==> config.mk <==
export PLATFORM = sky130hd
export DESIGN_NAME = coll_ctrl
export DESIGN_NICKNAME = d
export VERILOG_FILES = /design/src/rtl/coll_pkg.sv /design/src/rtl/coll_edge_det.sv /design/src/rtl/coll_ctrl.sv
export SDC_FILE = /design/constraint.sdc
export NUM_CORES = 1
export LEC_CHECK = 0
export ABC_CLOCK_PERIOD_IN_PS = 2500
export CORE_ASPECT_RATIO = 0.9
export CORE_MARGIN = 2
export CORE_UTILIZATION = 30
export CTS_CLUSTER_DIAMETER = 100
export CTS_CLUSTER_SIZE = 10
export DETAILED_ROUTE_END_ITERATION = 7
export PLACE_DENSITY_LB_ADDON = 0.2
export SYNTH_ARGS = -nofsm -noshare
export SYNTH_HDL_FRONTEND = slang
export SYNTH_HIERARCHICAL = 1
export SYNTH_SLANG_ARGS = --single-unit
==> constraint.sdc <==
create_clock -name clk -period 2.5 [get_ports clk]
set_clock_uncertainty 0.15 [all_clocks]
set_input_delay 0.25 -clock clk [delete_from_list [all_inputs] [get_ports clk]]
set_output_delay 0.25 -clock clk [all_outputs]
set_load 0.02 [all_outputs]
==> src/rtl/coll_pkg.sv <==
// -----------------------------------------------------------------------------
// coll_pkg
// Shared definitions for the collection-run controller and the APB register
// block that drives it.
//   - coll_state_e   : encoded controller state (also read back as status)
//   - LENGTH_ADD_DEF : default bin address width
//   - WIN_W_DEF      : default window/sample counter width
//   - REG_*          : register offsets used by the register block
// The optional continuous mode of coll_ctrl is selected with the macro
// COLL_CTRL_CONT_EN; nothing in this package depends on it.
// -----------------------------------------------------------------------------
package coll_pkg;

    typedef enum logic [2:0] {
        S_IDLE    = 3'd0,
        S_CLEAR   = 3'd1,
        S_COLLECT = 3'd2,
        S_DRAIN   = 3'd3,
        S_DONE    = 3'd4
    } coll_state_e;

    localparam int LENGTH_ADD_DEF = 5;
    localparam int WIN_W_DEF      = 16;

    localparam logic [7:0] REG_CTRL    = 8'h00; // StartColl bit
    localparam logic [7:0] REG_WIN_LEN = 8'h10; // window length
    localparam logic [7:0] REG_STATUS  = 8'h14; // state / done / sample count

endpackage

==> src/rtl/coll_edge_det.sv <==
// -----------------------------------------------------------------------------
// coll_edge_det
// Registered edge detector for the StartColl level.
// Ports:
//   clk, rstn : clock, asynchronous active-low reset
//   din       : level input (start_coll)
//   rise      : din high this cycle, low last cycle
//   fall      : din low this cycle, high last cycle
// -----------------------------------------------------------------------------
module coll_edge_det (
    input  logic clk,
    input  logic rstn,
    input  logic din,
    output logic rise,
    output logic fall
);

    logic din_d;

    always_ff @(posedge clk or negedge rstn) begin
        if (!rstn) din_d <= 1'b0;
        else       din_d <= din;
    end

    assign rise = din & ~din_d;
    assign fall = ~din & din_d;

endmodule

==> src/rtl/coll_ctrl.sv <==
// -----------------------------------------------------------------------------
// coll_ctrl
// Sequences one histogram/max-count collection run for the three collector
// channels: clear all bins, open a sample window of win_len samples, drain
// the collector pipeline, then report completion.
// Ports:
//   clk, rstn   : clock, asynchronous active-low reset
//   start_coll  : StartColl level; rising edge starts, falling edge aborts/ends
//   win_len     : samples per window, latched at start
//   sample_vld  : collector sample strobe (one sample per high cycle; there is
//                 no back-pressure, samples outside COLLECT are ignored)
//   clr_en      : bin-clear write enable, clr_addr : bin being cleared
//   coll_en     : collectors accept samples while high
//   busy, done  : run in progress / run complete
//   state_o     : encoded state for the status register
//   smp_cnt     : samples counted in the current window
// Optional (macro COLL_CTRL_CONT_EN):
//   cont_mode   : restart automatically from DONE while start_coll is high
//   run_cnt     : number of DONE entries since reset (wraps)
// -----------------------------------------------------------------------------
module coll_ctrl
    import coll_pkg::*;
#(
    parameter int LENGTH_ADD = LENGTH_ADD_DEF,
    parameter int WIN_W      = WIN_W_DEF,
    parameter int DRAIN_CYC  = 2
) (
    input  logic                  clk,
    input  logic                  rstn,
    input  logic                  start_coll,
    input  logic [WIN_W-1:0]      win_len,
    input  logic                  sample_vld,
`ifdef COLL_CTRL_CONT_EN
    input  logic                  cont_mode,
    output logic [15:0]           run_cnt,
`endif
    output logic                  clr_en,
    output logic [LENGTH_ADD-1:0] clr_addr,
    output logic                  coll_en,
    output logic                  busy,
    output logic                  done,
    output logic [2:0]            state_o,
    output logic [WIN_W-1:0]      smp_cnt
);

    // DRAIN_CYC of 0 or 1 both give a single DRAIN cycle.
    localparam int DW         = (DRAIN_CYC > 1) ? $clog2(DRAIN_CYC) : 1;
    localparam int DRAIN_LAST = (DRAIN_CYC > 0) ? DRAIN_CYC - 1 : 0;

    localparam logic [LENGTH_ADD-1:0] ADDR_LAST = {LENGTH_ADD{1'b1}};

    coll_state_e      state;
    logic [WIN_W-1:0] win_len_q;
    logic [DW-1:0]    drain_cnt;
    logic             rise;
    logic             fall;

    coll_edge_det u_edge (
        .clk  (clk),
        .rstn (rstn),
        .din  (start_coll),
        .rise (rise),
        .fall (fall)
    );

    always_ff @(posedge clk or negedge rstn) begin
        if (!rstn) begin
            state     <= S_IDLE;
            win_len_q <= '0;
            clr_addr  <= '0;
            smp_cnt   <= '0;
            drain_cnt <= '0;
`ifdef COLL_CTRL_CONT_EN
            run_cnt   <= '0;
`endif
        end else begin
            case (state)
                S_IDLE: begin
                    if (rise) begin
                        win_len_q <= win_len;
                        clr_addr  <= '0;
                        smp_cnt   <= '0;
                        state     <= S_CLEAR;
                    end
                end
                S_CLEAR: begin
                    if (fall) begin
                        state <= S_IDLE;
                    end else begin
                        clr_addr <= clr_addr + LENGTH_ADD'(1);
                        if (clr_addr == ADDR_LAST) begin
                            drain_cnt <= '0;
                            state     <= (win_len_q == '0) ? S_DRAIN : S_COLLECT;
                        end
                    end
                end
                S_COLLECT: begin
                    // Abort has priority over the sample that would close the window.
                    if (fall) begin
                        state <= S_IDLE;
                    end else if (sample_vld && (smp_cnt < win_len_q)) begin
                        smp_cnt <= smp_cnt + WIN_W'(1);
                        if (smp_cnt == win_len_q - WIN_W'(1)) begin
                            drain_cnt <= '0;
                            state     <= S_DRAIN;
                        end
                    end
                end
                S_DRAIN: begin
                    if (fall) begin
                        state <= S_IDLE;
                    end else if (drain_cnt == DW'(DRAIN_LAST)) begin
                        state <= S_DONE;
`ifdef COLL_CTRL_CONT_EN
                        run_cnt <= run_cnt + 16'd1;
`endif
                    end else begin
                        drain_cnt <= drain_cnt + DW'(1);
                    end
                end
                S_DONE: begin
                    if (fall) begin
                        state <= S_IDLE;
`ifdef COLL_CTRL_CONT_EN
                    end else if (cont_mode && start_coll) begin
                        // Back-to-back window: DONE lasts exactly one cycle.
                        win_len_q <= win_len;
                        clr_addr  <= '0;
                        smp_cnt   <= '0;
                        state     <= S_CLEAR;
`endif
                    end
                end
                default: state <= S_IDLE;
            endcase
        end
    end

    // Moore outputs decoded straight from the state register.
    assign clr_en  = (state == S_CLEAR);
    assign coll_en = (state == S_COLLECT);
    assign busy    = (state == S_CLEAR) || (state == S_COLLECT) || (state == S_DRAIN);
    assign done    = (state == S_DONE);
    assign state_o = state;

endmodule

-- Word-level counts from Yosys, hierarchy flattened
Index checks and enable logic that the tools add are counted.
- register bits: 42
- input bits: 20
- word-level logic and storage cells: 72
- output and inout bits: 28
- bitwise logic cells: 4
- muxes and demuxes: 26
- add/sub/neg operators: 4
- reduce and logical (&&, ||, !) cells: 13
- $lt $le $gt $ge: 1
- equality and inequality tests: 18
- operators by type and width (kind ; count):
    16-bit 2-to-1 mux ; 3
    16-bit one-hot mux with 2 select lines ; 1
    3-bit 2-to-1 mux ; 9
    16-bit by 1-bit adder with 16-bit output, second input constant ; 1
    16-bit == test ; 1
    16-bit logical NOT ; 1
    16-bit < comparator ; 1
    16-bit by 1-bit subtractor with 16-bit output, second input constant ; 1
    3-bit one-hot mux with 5 select lines ; 1
    5-bit 2-to-1 mux ; 2
    5-bit one-hot mux with 2 select lines ; 1
    3-bit by 1-bit inequality test with 1-bit output, second input constant ; 3
    1-bit 2-to-1 mux ; 8
    2-bit by 1-bit inequality test with 1-bit output, second input constant ; 4
    2-bit inequality test, second input constant ; 4
    7-bit AND reduction ; 1
    3-bit by 2-bit == test with 1-bit output, second input constant ; 2
    6-bit AND reduction ; 1
    5-bit by 1-bit adder with 5-bit output, second input constant ; 1
    5-bit == test, second input constant ; 1
    4-bit AND reduction ; 1
    2-bit nonzero test ; 2
    3-bit by 1-bit == test with 1-bit output, second input constant ; 1
    3-bit == test, second input constant ; 1
    other kinds (11) ; 14

-- Logic depth before layout (Yosys ltp)
- depth in word-level cells: 6
- mapped depth: 10
- depth with buffers taken out: 9

-- Modules after synthesis
Netlist, hierarchy kept.
- by module, submodules not included (module ; instances ; area an instance (sq um) ; cells each):
    coll_ctrl ; 1 ; 2919.0 ; 332
    coll_edge_det ; 1 ; 40.0 ; 3

-- Worst setup path before layout
Ideal clock, no wire load.
- path kind: register to register
- start: register smp_cnt[14]
- end: register smp_cnt[14]
- clock period less this slack: 2528 ps
- slack: -28 ps
- data required time: 2272 ps
- stages on the path, launching flop included: 8
- arrival time: 2300 ps
- cells stage by stage: dfrtp_1 > ha_1 > a21o_1 > nand2_1 > nand3b_1 > or3_4 > or4_1 > a21oi_1
- word-level cells in the longest chain between the ends: 4
- elaborated cells between the ends (all ways): 8
- classes of those cells: add/sub (1); order compare (1); eq/ne (1); mux (3); reduce/logical (2)
- RTL lines (element ; RTL line ; RTL):
    start, declared ; coll_ctrl.sv:43 ; output logic [WIN_W-1:0] smp_cnt
    start signal, assigned ; coll_ctrl.sv:102 ; smp_cnt <= smp_cnt + WIN_W'(1);
    16-bit by 1-bit adder with 16-bit output / 16-bit < comparator (equally long branches) ; coll_ctrl.sv:102, coll_ctrl.sv:101 ;
    16-bit 2-to-1 mux / 1-bit logical AND (equally long branches) ; coll_ctrl.sv:101 ; end else if (sample_vld && (smp_cnt < win_len_q)) begin
    16-bit 2-to-1 mux / 2-bit by 1-bit inequality test with 1-bit output (equally long branches) ; n/a ;
    16-bit one-hot mux with 2 select lines / 4-bit AND reduction (equally long branches) ; n/a ;
Parallel ways exist; a longest one is shown, timed or not. The select of a mux whose other input is x is not followed.
A chain may end at the register's enable or synchronous reset.

-- Final worst setup path
- start: register win_len_q[11]
- end: register smp_cnt[14]
- word-level cells in the longest chain between the ends: 4
- RTL lines (element ; RTL line ; RTL):
    start, declared ; coll_ctrl.sv:53 ; logic [WIN_W-1:0] win_len_q;
    start signal, assigned ; coll_ctrl.sv:80 ; win_len_q <= win_len;
    16-bit < comparator ; coll_ctrl.sv:101 ;
    1-bit logical AND ; coll_ctrl.sv:101 ;
    2-bit by 1-bit inequality test with 1-bit output (no source line) ; n/a ;
    4-bit AND reduction (no source line) ; n/a ;
No other way between the ends.

==> results.cfg <==
[run_status]
status = completed

[power_and_ir_drop]
power_leakage_nw = 1.80
p_per_area_nw_per_um2 = 949
post-layout-total-power_mw = 4.08
ir_drop_mv = 0.408

[timing]
fin_worst_hold_slack_ns = 0.297
worst_slew_margin_relative_to_its_limit_pct = 63.0
timing.final.hold_violations = 0
period_minus_slack_ns = 2.46
timing_worst_slew_pin_value_ns = 0.556
f_max_mhz = 406
final-max-slew-violation-count = 0
final_min_period_over_clock_period_pct = 98.4
unrepaired_setup_endpoints_after_global_routing = yes
timing.final.setup_violations = 0
fin_tns_setup_ns = 0

[setup_path]
critPathLaunch = win_len_q[11]
timing.critical_path.fanout_max = 6
end_kind = flip-flop
worstSetupPathType = flip-flop to flip-flop
timing.critical_path.from_type = flip-flop
worst_r2r_startpoint = win_len_q[11]
critPathArrivalTime_ns = 2.53
required_ns = 2.57

[yosys]
synth.largest_area_cell = sky130_fd_sc_hd__dfrtp_1
syn_inst_count = 335
yosysWarnings = 6
asyncSetResetFlopFracSynth_pct = 100
synth-seq-area-share_pct = 35.5
synthMostInstantiatedCell = sky130_fd_sc_hd__dfrtp_1
ys_top_cells_by_area = sky130_fd_sc_hd__dfrtp_1 (36%), sky130_fd_sc_hd__ha_1 (8.5%), sky130_fd_sc_hd__xnor2_1 (5.6%)
synth.avg_cell_area_um2 = 8.83
synth.distinct_cells = 59
synth.cell_area_um2 = 2960
synth_commonest_cells = sky130_fd_sc_hd__dfrtp_1 (42), sky130_fd_sc_hd__nand2_1 (35), sky130_fd_sc_hd__o21ai_0 (28)
yosysTopAreaCellShare_pct = 35.5
count_of_state_elements_after_synthesis = 42
synthesis.nets = 375
synth_edf_count = 0
synth_flop_cell = sky130_fd_sc_hd__dfrtp_1

[cells_and_area]
layout.area.seq_um2 = 1050
fill_cells = 980
drive_gt1_share_pct = 26.0
insertedDiodeCount = 0
layout.nets = 477
area_growth_syn_to_layout_pct = 45.4
multiInputGateArea_um2 = 1950

[routing]
avgViaCountPerCell = 4.87
vias = 2744
detail_route.wl_per_cell_um = 14.7
dr.first_iter.drc_count = 60
wirelength_mm = 8.28
number_of_iterations_in_the_first_detailed_routing_pass = 4
drc = 0
detail-route-antenna-nets = 0

[global_route]
grt_antenna_before_repair = 0
grtUsageTotal_pct = 15.5
grt_start_max_net_pins = 47
vias_in_the_first_global_route = 2645
grt_remaining_overflow = 0
grt_pass1_wl_mm = 13.1

[die]
die-height_um = 98.2
start_util_pct = 30.8
site_rows = 34
die-area_um2 = 10700
chipWidth_um = 109
fp.coreArea_um2 = 9610
ioPinCount = 48

[placed_design]
gp_routability_congestion = 0.852
port-buffer-count = 47
dp.final_hpwl_mm = 6.10

[cts]
cts-root-to-sink-buffers = 2
ctsRootBufferMaster = sky130_fd_sc_hd__clkbuf_8
cts_sinks = 42
cts_made_buffers = 5
htreeDepth = 2
clkTransAtPathRegs_ns = 0.08
clock_latency_ns = 0.29
cts_tree = built

[worst_hold_path]
hold_path_class = input pin to flip-flop
hold_start = start_coll

[run]
maxCapViolCount = 0
[metrics by stage]
step	std cells	cell area (um^2)	worst slack [ns]	util, %
2_1_floorplan	335	2960	0.000918	-
3_3_place_gp	550	3970	-0.0120	41.3
3_5_place_dp	550	3970	-0.0398	41.3
4_1_cts	559	4100	-0.00133	42.6
5_1_grt	564	4300	-0.0299	44.7
6_report	564	4300	0.0399	44.7
[path summary, 6_finish.rpt]
check                           depth (start not counted)  slack (ns)            to
worst min register to register                          1        0.40   clr_addr[4]
max in group asynchronous                               3        1.34   smp_cnt[14]
worst max-delay path                                    9        0.04   smp_cnt[14]
min in group asynchronous                               2        0.32    smp_cnt[0]
worst min-delay path                                    1        0.30  u_edge/din_d
worst max register to register                          9        0.04   smp_cnt[14]
[power breakdown]
| group | switching (mW) | total (mW) | leakage [nW] | internal, mW |
|---|---|---|---|---|
| registers | 0.191 | 1.09 | 0.538 | 0.897 |
| clock network | 0.245 | 0.469 | 0.0482 | 0.223 |
| logic | 1.30 | 2.52 | 1.22 | 1.22 |
| total | 1.74 | 4.08 | 1.80 | 2.34 |
[layer usage]
| layer | up-vias | wire length [um] | part of all wire, % | GRT usage, % |
|---|---|---|---|---|
| met5 | - | 0 | 0 | 0 |
| met4 | 0 | 70 | 0.85 | 3.75 |
| met3 | 4 | 218 | 2.6 | 2.14 |
| met2 | 38 | 3890 | 47 | 25.4 |
| met1 | 1305 | 4110 | 50 | 21.7 |
| li1 | 1397 | - | - | - |
[final cells by class]
type / count / share of cell area [%]
tap: 126 / 3.66
inverter: 23 / 2.01
timing repair buffer: 108 / 22.3
clock inverter: 1 / 0.116
multi-input combinational: 257 / 45.4
clock buffer: 7 / 2.01
sequential: 42 / 24.5
[layout by cell type (no fill, tap or decap), drive strengths merged, types with 2 or more instances in the layout]
cell type and instances:
nor3b 2, a31oi 4, nor2 21, nor4b 4
nand3 15, nor2b 3, and2 2, ha 20
buf 61, and3 6, a22o 3, nand2 35
clkdlybuf4s50 46, mux2i 3, nand4 6, a21oi 16
o211ai 2, dfrtp 42, inv 23, o21ai 29
a21o 4, clkbuf 7, o31ai 3, or3 4
nand2b 5, xor2 8, or4 3, nor4 6
xnor2 19, a211oi 2, nand3b 3, nor3 14
[what timing repair did]
item                                    CTS  global route
resized for setup                         5            34
buffers inserted                          0             5
endpoints found under the setup margin    5            18
hold buffers                              1             0
pin swaps                                 1            16
hold endpoints to repair                 21             0
[critical path, cell delays in order (launching register included)]
cell and delay (ns):
sky130_fd_sc_hd__dfrtp_1 0.40, sky130_fd_sc_hd__inv_2 0.09, sky130_fd_sc_hd__ha_4 0.21, sky130_fd_sc_hd__a21oi_2 0.15
sky130_fd_sc_hd__o21ai_2 0.09, sky130_fd_sc_hd__a2111oi_4 0.39, sky130_fd_sc_hd__a21oi_4 0.15, sky130_fd_sc_hd__buf_6 0.15
sky130_fd_sc_hd__or4_4 0.47, sky130_fd_sc_hd__a21oi_2 0.13
[sequential cells by signal (all words and copies together) (netlist names)]
name / count
state_o: 3
win_len_q: 16
clr_addr: 5
drain_cnt: 1
u_edge/din_d: 1
smp_cnt: 16
[kinds of logic (layout without fill, tap and decap cells)]
| logic type | after synthesis | in the layout | synth area share, % |
|---|---|---|---|
| buf+inv | 36 | 139 | 5.12 |
| compound gates | 75 | 75 | 16.7 |
| xor+xnor | 27 | 27 | 7.99 |
| fa+ha+maj | 20 | 20 | 8.46 |
| simple gates | 132 | 132 | 25.2 |
| flops | 42 | 42 | 35.5 |
| mux | 3 | 3 | 1.01 |
(Power assumes the default switching activity.)
